### src/rtl/conv_run_harness.sv
// conv_run_harness: multi-run go/finish sequencer and output checker for the
// convolution engine. It issues one go pulse per run, snoops output-RAM writes
// into a shadow buffer, and compares the shadow against an external
// expected-data memory after each run. A watchdog aborts a run whose finish
// never arrives.
// Optional feature: define HARNESS_FIRST_ERR_EN to add first_err_addr,
// first_err_data and first_err_vld. These capture the first mismatch since
// start.
module conv_run_harness #(
  parameter int DATA_W     = 16,
  parameter int OUT_ADDR_W = 3,
  parameter int OUT_DEPTH  = 8,
  parameter int RUNS_W     = 4,
  parameter int TIMEOUT    = 8192,
  parameter int GO_DELAY   = 4
) (
  input  logic                         clk,
  input  logic                         reset,
  input  logic                         start,
  input  logic [RUNS_W-1:0]            num_runs,
  output logic                         xxx__dut__go,
  input  logic                         dut__xxx__finish,
  input  logic [OUT_ADDR_W-1:0]        dut__dom__address,
  input  logic [DATA_W-1:0]            dut__dom__data,
  input  logic                         dut__dom__enable,
  input  logic                         dut__dom__write,
  output logic [RUNS_W+OUT_ADDR_W-1:0] exp_address,
  input  logic [DATA_W-1:0]            exp_data,
  output logic                         busy,
  output logic                         done,
  output logic                         pass,
  output logic                         timeout,
  output logic [15:0]                  err_count,
  output logic [RUNS_W-1:0]            run_idx
`ifdef HARNESS_FIRST_ERR_EN
  ,
  output logic [RUNS_W+OUT_ADDR_W-1:0] first_err_addr,
  output logic [DATA_W-1:0]            first_err_data,
  output logic                         first_err_vld
`endif
);

  localparam int CHK_W = OUT_ADDR_W + 1;
  localparam int WD_W  = $clog2(TIMEOUT) + 1;
  localparam int DLY_W = $clog2(GO_DELAY + 1) + 1;
  localparam logic [WD_W-1:0]  WD_LAST  = WD_W'(TIMEOUT - 1);
  localparam logic [DLY_W-1:0] DLY_LAST = DLY_W'((GO_DELAY > 0) ? GO_DELAY - 1 : 0);
  localparam logic [CHK_W-1:0] CHK_END  = CHK_W'(OUT_DEPTH);

  typedef enum logic [2:0] {
    S_IDLE, S_DELAY, S_GO, S_WAIT, S_CHECK, S_NEXT, S_DONE
  } state_t;

  state_t                  state_q;
  logic [RUNS_W-1:0]       runs_q;
  logic [RUNS_W-1:0]       run_idx_q;
  logic [DLY_W-1:0]        dly_q;
  logic [WD_W-1:0]         wd_q;
  logic [CHK_W-1:0]        chk_q;
  logic                    fin_prev_q;
  logic [OUT_DEPTH-1:0]    valid_q;
  logic                    valid_rd_q;
  logic                    cmp_vld_q;
  logic                    go_q;
  logic                    busy_q;
  logic                    done_q;
  logic                    timeout_q;
  logic [15:0]             err_q;
  logic [DATA_W-1:0]       shadow_rd_q;
  logic [DATA_W-1:0]       shadow_mem [OUT_DEPTH];
`ifdef HARNESS_FIRST_ERR_EN
  logic [RUNS_W+OUT_ADDR_W-1:0] cmp_addr_q;
  logic [RUNS_W+OUT_ADDR_W-1:0] first_addr_q;
  logic [DATA_W-1:0]            first_data_q;
  logic                         first_vld_q;
`endif

  logic                  snoop_we;
  logic                  addr_in_range;
  logic                  fin_rise;
  logic                  wait_wr;
  logic                  oob_wr;
  logic                  mismatch;
  logic [OUT_ADDR_W-1:0] chk_idx;

  assign snoop_we      = dut__dom__enable & dut__dom__write;
  assign addr_in_range = ({1'b0, dut__dom__address} < CHK_END);
  assign fin_rise      = dut__xxx__finish & ~fin_prev_q;
  assign wait_wr       = (state_q == S_WAIT) & snoop_we & addr_in_range;
  assign oob_wr        = (state_q == S_WAIT) & snoop_we & ~addr_in_range;
  assign chk_idx       = chk_q[OUT_ADDR_W-1:0];
  // The compare lags the address by one cycle, matching the expected memory's read latency.
  assign mismatch      = (state_q == S_CHECK) & cmp_vld_q &
                         (~valid_rd_q | (exp_data != shadow_rd_q));

  // Shadow buffer: written by snooped in-range writes, read one word per CHECK cycle.
  always_ff @(posedge clk) begin
    if (wait_wr) shadow_mem[dut__dom__address] <= dut__dom__data;
    shadow_rd_q <= shadow_mem[chk_idx];
  end

  // Run sequencer FSM with watchdog, shadow valid tracking and error counting.
  always_ff @(posedge clk or negedge reset) begin
    if (!reset) begin
      state_q    <= S_IDLE;
      runs_q     <= '0;
      run_idx_q  <= '0;
      dly_q      <= '0;
      wd_q       <= '0;
      chk_q      <= '0;
      fin_prev_q <= 1'b0;
      valid_q    <= '0;
      valid_rd_q <= 1'b0;
      cmp_vld_q  <= 1'b0;
      go_q       <= 1'b0;
      busy_q     <= 1'b0;
      done_q     <= 1'b0;
      timeout_q  <= 1'b0;
      err_q      <= '0;
`ifdef HARNESS_FIRST_ERR_EN
      cmp_addr_q   <= '0;
      first_addr_q <= '0;
      first_data_q <= '0;
      first_vld_q  <= 1'b0;
`endif
    end else begin
      // The edge detector tracks finish in every state, so a level held across GO never re-triggers.
      fin_prev_q <= dut__xxx__finish;
      go_q       <= 1'b0;
      cmp_vld_q  <= 1'b0;
      if ((mismatch | oob_wr) && (err_q != 16'hFFFF)) err_q <= err_q + 16'd1;
`ifdef HARNESS_FIRST_ERR_EN
      if (mismatch && !first_vld_q) begin
        first_vld_q  <= 1'b1;
        first_addr_q <= cmp_addr_q;
        first_data_q <= shadow_rd_q;
      end
`endif
      case (state_q)
        S_IDLE, S_DONE: begin
          if (start) begin
            runs_q    <= (num_runs == '0) ? RUNS_W'(1) : num_runs;
            err_q     <= '0;
            timeout_q <= 1'b0;
            run_idx_q <= '0;
            valid_q   <= '0;
            busy_q    <= 1'b1;
            done_q    <= 1'b0;
`ifdef HARNESS_FIRST_ERR_EN
            first_vld_q  <= 1'b0;
            first_addr_q <= '0;
            first_data_q <= '0;
`endif
            if (GO_DELAY == 0) begin
              state_q <= S_GO;
              go_q    <= 1'b1;
              wd_q    <= '0;
            end else begin
              state_q <= S_DELAY;
              dly_q   <= '0;
            end
          end
        end
        S_DELAY: begin
          if (dly_q == DLY_LAST) begin
            state_q <= S_GO;
            go_q    <= 1'b1;
            wd_q    <= '0;
          end else begin
            dly_q <= dly_q + DLY_W'(1);
          end
        end
        S_GO: begin
          // The go cycle already counts toward the watchdog.
          state_q <= S_WAIT;
          wd_q    <= wd_q + WD_W'(1);
        end
        S_WAIT: begin
          if (wait_wr) valid_q[dut__dom__address] <= 1'b1;
          if (fin_rise) begin
            state_q <= S_CHECK;
            chk_q   <= '0;
          end else if (wd_q == WD_LAST) begin
            timeout_q <= 1'b1;
            busy_q    <= 1'b0;
            done_q    <= 1'b1;
            state_q   <= S_DONE;
          end else begin
            wd_q <= wd_q + WD_W'(1);
          end
        end
        S_CHECK: begin
          if (chk_q == CHK_END) begin
            state_q <= S_NEXT;
          end else begin
            cmp_vld_q  <= 1'b1;
            valid_rd_q <= valid_q[chk_idx];
`ifdef HARNESS_FIRST_ERR_EN
            cmp_addr_q <= exp_address;
`endif
            chk_q      <= chk_q + CHK_W'(1);
          end
        end
        S_NEXT: begin
          if (run_idx_q == runs_q - RUNS_W'(1)) begin
            state_q <= S_DONE;
            busy_q  <= 1'b0;
            done_q  <= 1'b1;
          end else begin
            run_idx_q <= run_idx_q + RUNS_W'(1);
            valid_q   <= '0;
            if (GO_DELAY == 0) begin
              state_q <= S_GO;
              go_q    <= 1'b1;
              wd_q    <= '0;
            end else begin
              state_q <= S_DELAY;
              dly_q   <= '0;
            end
          end
        end
        default: state_q <= S_IDLE;
      endcase
    end
  end

  assign xxx__dut__go = go_q;
  assign exp_address  = {run_idx_q, chk_idx};
  assign busy         = busy_q;
  assign done         = done_q;
  assign pass         = done_q & (err_q == 16'd0) & ~timeout_q;
  assign timeout      = timeout_q;
  assign err_count    = err_q;
  assign run_idx      = run_idx_q;
`ifdef HARNESS_FIRST_ERR_EN
  assign first_err_addr = first_addr_q;
  assign first_err_data = first_data_q;
  assign first_err_vld  = first_vld_q;
`endif

endmodule

### config.mk
export PLATFORM = sky130hd
export DESIGN_NAME = conv_run_harness
export DESIGN_NICKNAME = d
export VERILOG_FILES = /design/src/rtl/conv_run_harness.sv
export SDC_FILE = /design/constraint.sdc
export NUM_CORES = 1
export LEC_CHECK = 0
export ABC_AREA = 1
export CORE_ASPECT_RATIO = 1.4
export CORE_UTILIZATION = 58
export DETAILED_ROUTE_END_ITERATION = 10
export PLACE_DENSITY_LB_ADDON = 0.25
export SYNTH_ARGS = -nofsm -noshare
export SYNTH_HDL_FRONTEND = slang
export SYNTH_SLANG_ARGS = --single-unit
export TNS_END_PERCENT = 30
### constraint.sdc
create_clock -name clk -period 4.4 [get_ports clk]
set_input_delay 0.44 -clock clk [delete_from_list [all_inputs] [get_ports clk]]
set_output_delay 0.44 -clock clk [all_outputs]
set_load 0.01 [all_outputs]
==> results list <==
- Largest fanout on the critical path: 8
- Max Cap Violations: 0
- The first routing iteration left 627 violations.
- H-tree lvl count: 1
* Maximum frequency from static timing analysis: 367 MHz
- At the end of routability-driven placement, the weighted congestion stood at 0.946.
- Count of input and output buffers: 76
- Kind of end point of the critical path: output port
- In this run the cell area measured after placement is 10,300 µm².
* Proportion of synthesized flip-flops having asynchronous set or reset: 30.8%
- Summed over all cells, the static leakage comes to 4.36 nW.
- Leading area contributor after synthesis: sky130_fd_sc_hd__edfxtp_1
- In the routed design, unresolved DRC markers number 0.
* Count of different cell masters after synthesis: 42
* Antenna Violating Nets Remaining: 0
* Actual transition at the worst max-transition pin: 0.835 ns
* Netlist area before placement: 9350 µm²
* Worst-Skew Late Latency: 0.49 ns
- Adding up every negative setup slack in the final design gives 0 ns.
- Number of enable-type register cells in the synthesized netlist: 128
- The number of antenna violations at the first check in global routing was 0.
- 0 antenna diodes ended up in the layout.
- The first global-routing pass estimated 33,400 µm of wire.
- For this run, the leading register cell type out of synthesis is sky130_fd_sc_hd__edfxtp_1.
- The path class of the tightest hold or removal check is input pin to asynchronous set/reset pin.
* Starting Density: 59.7%
- Final Slew Violations: 0
- Area of the die: 16,600 µm²
* Wire length per cell: 16.9 µm
* Most used standard cell by instance count after synthesis: sky130_fd_sc_hd__nor2_1
* DP HPWL: 13,200 µm
- After clock tree synthesis, the clock-pin slew on the worst setup and hold paths is 0.07 ns.
* Worst-case clock skew: 0.0150 ns
- Buffers from clock root to sink, at most: 3
* Global routing usage summed across all routing layers: 26.1%
* Number of endpoints with negative hold slack in the final report: 0
* Cells resized by post-CTS repair: 0
- The floorplan has 54 rows.
* Vias post-DR: 6,998
- Setup repair after global routing left no endpoint under its margin.
- Required time of the critical path: 3.96 ns
- The finished cells cover 11,000 µm².
- For this design, the sink count on the clock tree is 208.
* Setup Buffers After CTS: 0
- Count of TritonRoute iterations in the first routing pass: 5
* Horizontal die dimension: 109 µm
* Start-to-end type of the worst setup path: flop to output port
* Synth Warn #: 0
- Status: finished, final reports clean
- After global routing the overflow that remains totals 0.
- Clock root buffer: sky130_fd_sc_hd__clkbuf_16
* Share of final-layout standard cells stronger than drive strength 1: 8.37%
* Number of global-route vias before repair: 6,867
* Final setup violating endpoints: 0
- Top-Level Pins: 77
- Total length of routed wires: 20,900 µm
* Post-synth net total: 1,007
* Die Span Y: 152 µm
- TritonCTS clock tree: yes
- Number of vias per cell: 5.66
* Fraction of synthesized cell area taken by the top area cell type: 41.1%
- Buffers inserted to repair hold after CTS numbered 0.
- Average size of a mapped cell: 9.80 µm²
* Post-Synthesis Cells: 954
- In this run, CTS created clock tree buffers numbering 20.
* Dominant cells by area after synthesis: sky130_fd_sc_hd__edfxtp_1 41%, sky130_fd_sc_hd__dfrtp_1 17%, sky130_fd_sc_hd__nor2_1 7.1%
- Sequential cells were found to cover 61.7% of the synthesized design area.
- Part of the cycle the worst path needs: 62.0%
- In this run the power density over the cells is 532 nW/µm².
* Area growth from synthesis to layout: 17.7%
- Worst VDD drop: 0.000407 V
* Floorplan Core Area: 15,700 µm²
- Top cells by instance count after synthesis: 176 x sky130_fd_sc_hd__nor2_1, 149 x sky130_fd_sc_hd__nand2_1, 128 x sky130_fd_sc_hd__edfxtp_1, 105 x sky130_fd_sc_hd__o21ai_0, 80 x sky130_fd_sc_hd__inv_1
- The worst pin sits at a relative slew slack of 44.2%.
- Final worst path period need: 2.73 ns
- STA classifies the critical path startpoint as a flop.
- Data arrival, critical path: 2.29 ns
- Entering global routing, the biggest net connects 71 pins.
- For this run, the post-layout net count is 1,079.
- Total of flip-flops plus latches after synthesis: 208
routing by layer:
metal | share of wire [%] | vias to the layer above | track usage [%]
li1 | - | 3378 | -
met1 | 39 | 3324 | 31.0
met2 | 53 | 253 | 46.6
met3 | 5.8 | 43 | 3.98
met4 | 2.4 | 0 | 10.2
met5 | 0 | - | 0
layout make-up:
type | count | area [µm²]
flip-flops and latches | 208 | 5770
fillers | 1146 | 4670
multi-input cells | 620 | 3110
repair buffers | 90 | 861
clock buffers | 24 | 537
inverters | 86 | 323
well taps | 196 | 245
clock inverters | 12 | 166
state kept, by name (all words and copies together), names as in the netlist:
name,count
run_idx,4
xxx__dut__go,1
err_count,16
chk_q,4
timeout,1
wd_q,14
busy,1
valid_rd_q,1
done,1
dly_q,4
runs_q,4
fin_prev_q,1
shadow_rd_q,16
cmp_vld_q,1
state_q,3
valid_q,8
shadow_mem,128
logic make-up (layout without fill, tap and decap cells):
logic type	count (synthesis)	count (layout)	share of synthesized area [%]
AOI/OAI and AO/OA	172	172	10.4
xor gates and xnor gates	23	23	2.15
adders and majority gates	8	8	1.07
buffers and inverters	126	212	5.62
DFF	208	208	61.7
and+or+nand+nor	417	417	19.1
worst max-delay path, stage by stage (launching register included):
cell and delay (ns):
sky130_fd_sc_hd__dfrtp_1 0.48, sky130_fd_sc_hd__inv_1 0.15, sky130_fd_sc_hd__nand3_1 0.09, sky130_fd_sc_hd__nor2_1 0.10, sky130_fd_sc_hd__nand4_1 0.14, sky130_fd_sc_hd__nor4_1 0.24, sky130_fd_sc_hd__clkdlybuf4s50_1 0.59
report_power, final:
| part | total, mW | switching (mW) | internal, mW |
|---|---|---|---|
| combinational | 1.64 | 1.09 | 0.553 |
| clock | 1.83 | 0.717 | 1.11 |
| sequential | 2.39 | 0.132 | 2.25 |
| total | 5.86 | 1.94 | 3.92 |
metrics by stage:
stage | power (mW) | hold slack [ns] | setup WS (ns) | std cells | utilization (%)
after CTS | 5.88 | 0.162 | 1.74 | 1236 | 70.2
after global routing | 6.17 | 0.204 | 1.64 | 1236 | 70.2
after floorplan | 3.59 | 0.144 | 1.44 | 954 | -
after global placement | 4.02 | 0.454 | 1.64 | 1200 | 65.7
final | 5.86 | 0.114 | 1.67 | 1236 | 70.2
after detailed placement | 4.06 | 0.458 | 1.65 | 1200 | 65.7
layout by cell type (no fill, tap or decap), types with 2 or more instances in the layout:
master,synthesis,layout
sky130_fd_sc_hd__nand3b_1,5,5
sky130_fd_sc_hd__buf_4,11,14
sky130_fd_sc_hd__clkbuf_16,0,21
sky130_fd_sc_hd__nand3_2,3,3
sky130_fd_sc_hd__nor4_2,0,8
sky130_fd_sc_hd__o21ai_1,3,3
sky130_fd_sc_hd__edfxtp_1,128,128
sky130_fd_sc_hd__a31oi_1,16,16
sky130_fd_sc_hd__o221ai_1,2,2
sky130_fd_sc_hd__clkbuf_1,24,3
sky130_fd_sc_hd__dfrtp_1,64,63
sky130_fd_sc_hd__nand3_1,38,38
sky130_fd_sc_hd__nand2_4,2,2
sky130_fd_sc_hd__or2_2,6,6
sky130_fd_sc_hd__dfxtp_1,16,16
sky130_fd_sc_hd__ha_1,8,8
sky130_fd_sc_hd__o21ai_0,105,105
sky130_fd_sc_hd__nand4_1,13,13
sky130_fd_sc_hd__clkinv_1,3,5
sky130_fd_sc_hd__nor3_1,4,4
sky130_fd_sc_hd__a21oi_1,17,17
sky130_fd_sc_hd__nand2_2,3,3
sky130_fd_sc_hd__nor4_1,11,3
sky130_fd_sc_hd__nand2_1,149,149
sky130_fd_sc_hd__xor2_1,17,17
sky130_fd_sc_hd__inv_2,3,3
sky130_fd_sc_hd__inv_1,80,80
sky130_fd_sc_hd__nor2_1,176,176
sky130_fd_sc_hd__xnor2_1,6,6
sky130_fd_sc_hd__o22ai_1,16,16
sky130_fd_sc_hd__clkdlybuf4s50_1,0,75
sky130_fd_sc_hd__clkinvlp_4,0,2
sky130_fd_sc_hd__o21ai_2,4,4
sky130_fd_sc_hd__bufinv_16,0,4
sky130_fd_sc_hd__nor2_2,4,4
sky130_fd_sc_hd__clkinv_2,0,3
sky130_fd_sc_hd__a2bb2oi_1,4,4
worst paths after layout:
| check | start | endpoint | slack [ns] | cells after the start |
|---|---|---|---|---|
| min in group clk | dut__xxx__finish | fin_prev_q$_DFF_PN0_ | 0.43 | 1 |
| setup reg to reg | err_count[0]$_DFF_PN0_ | err_count[0]$_DFF_PN0_ | 1.93 | 9 |
| hold reg to reg | chk_q[3]$_DFFE_PN0P_ | chk_q[3]$_DFFE_PN0P_ | 0.48 | 1 |
| hold / removal | reset | err_count[0]$_DFF_PN0_ | 0.11 | 2 |
| max in group asynchronous | reset | chk_q[0]$_DFFE_PN0P_ | 3.65 | 2 |
| setup / recovery | err_count[8]$_DFF_PN0_ | pass | 1.67 | 6 |
Note: power is estimated with default switching activity, not from simulation.
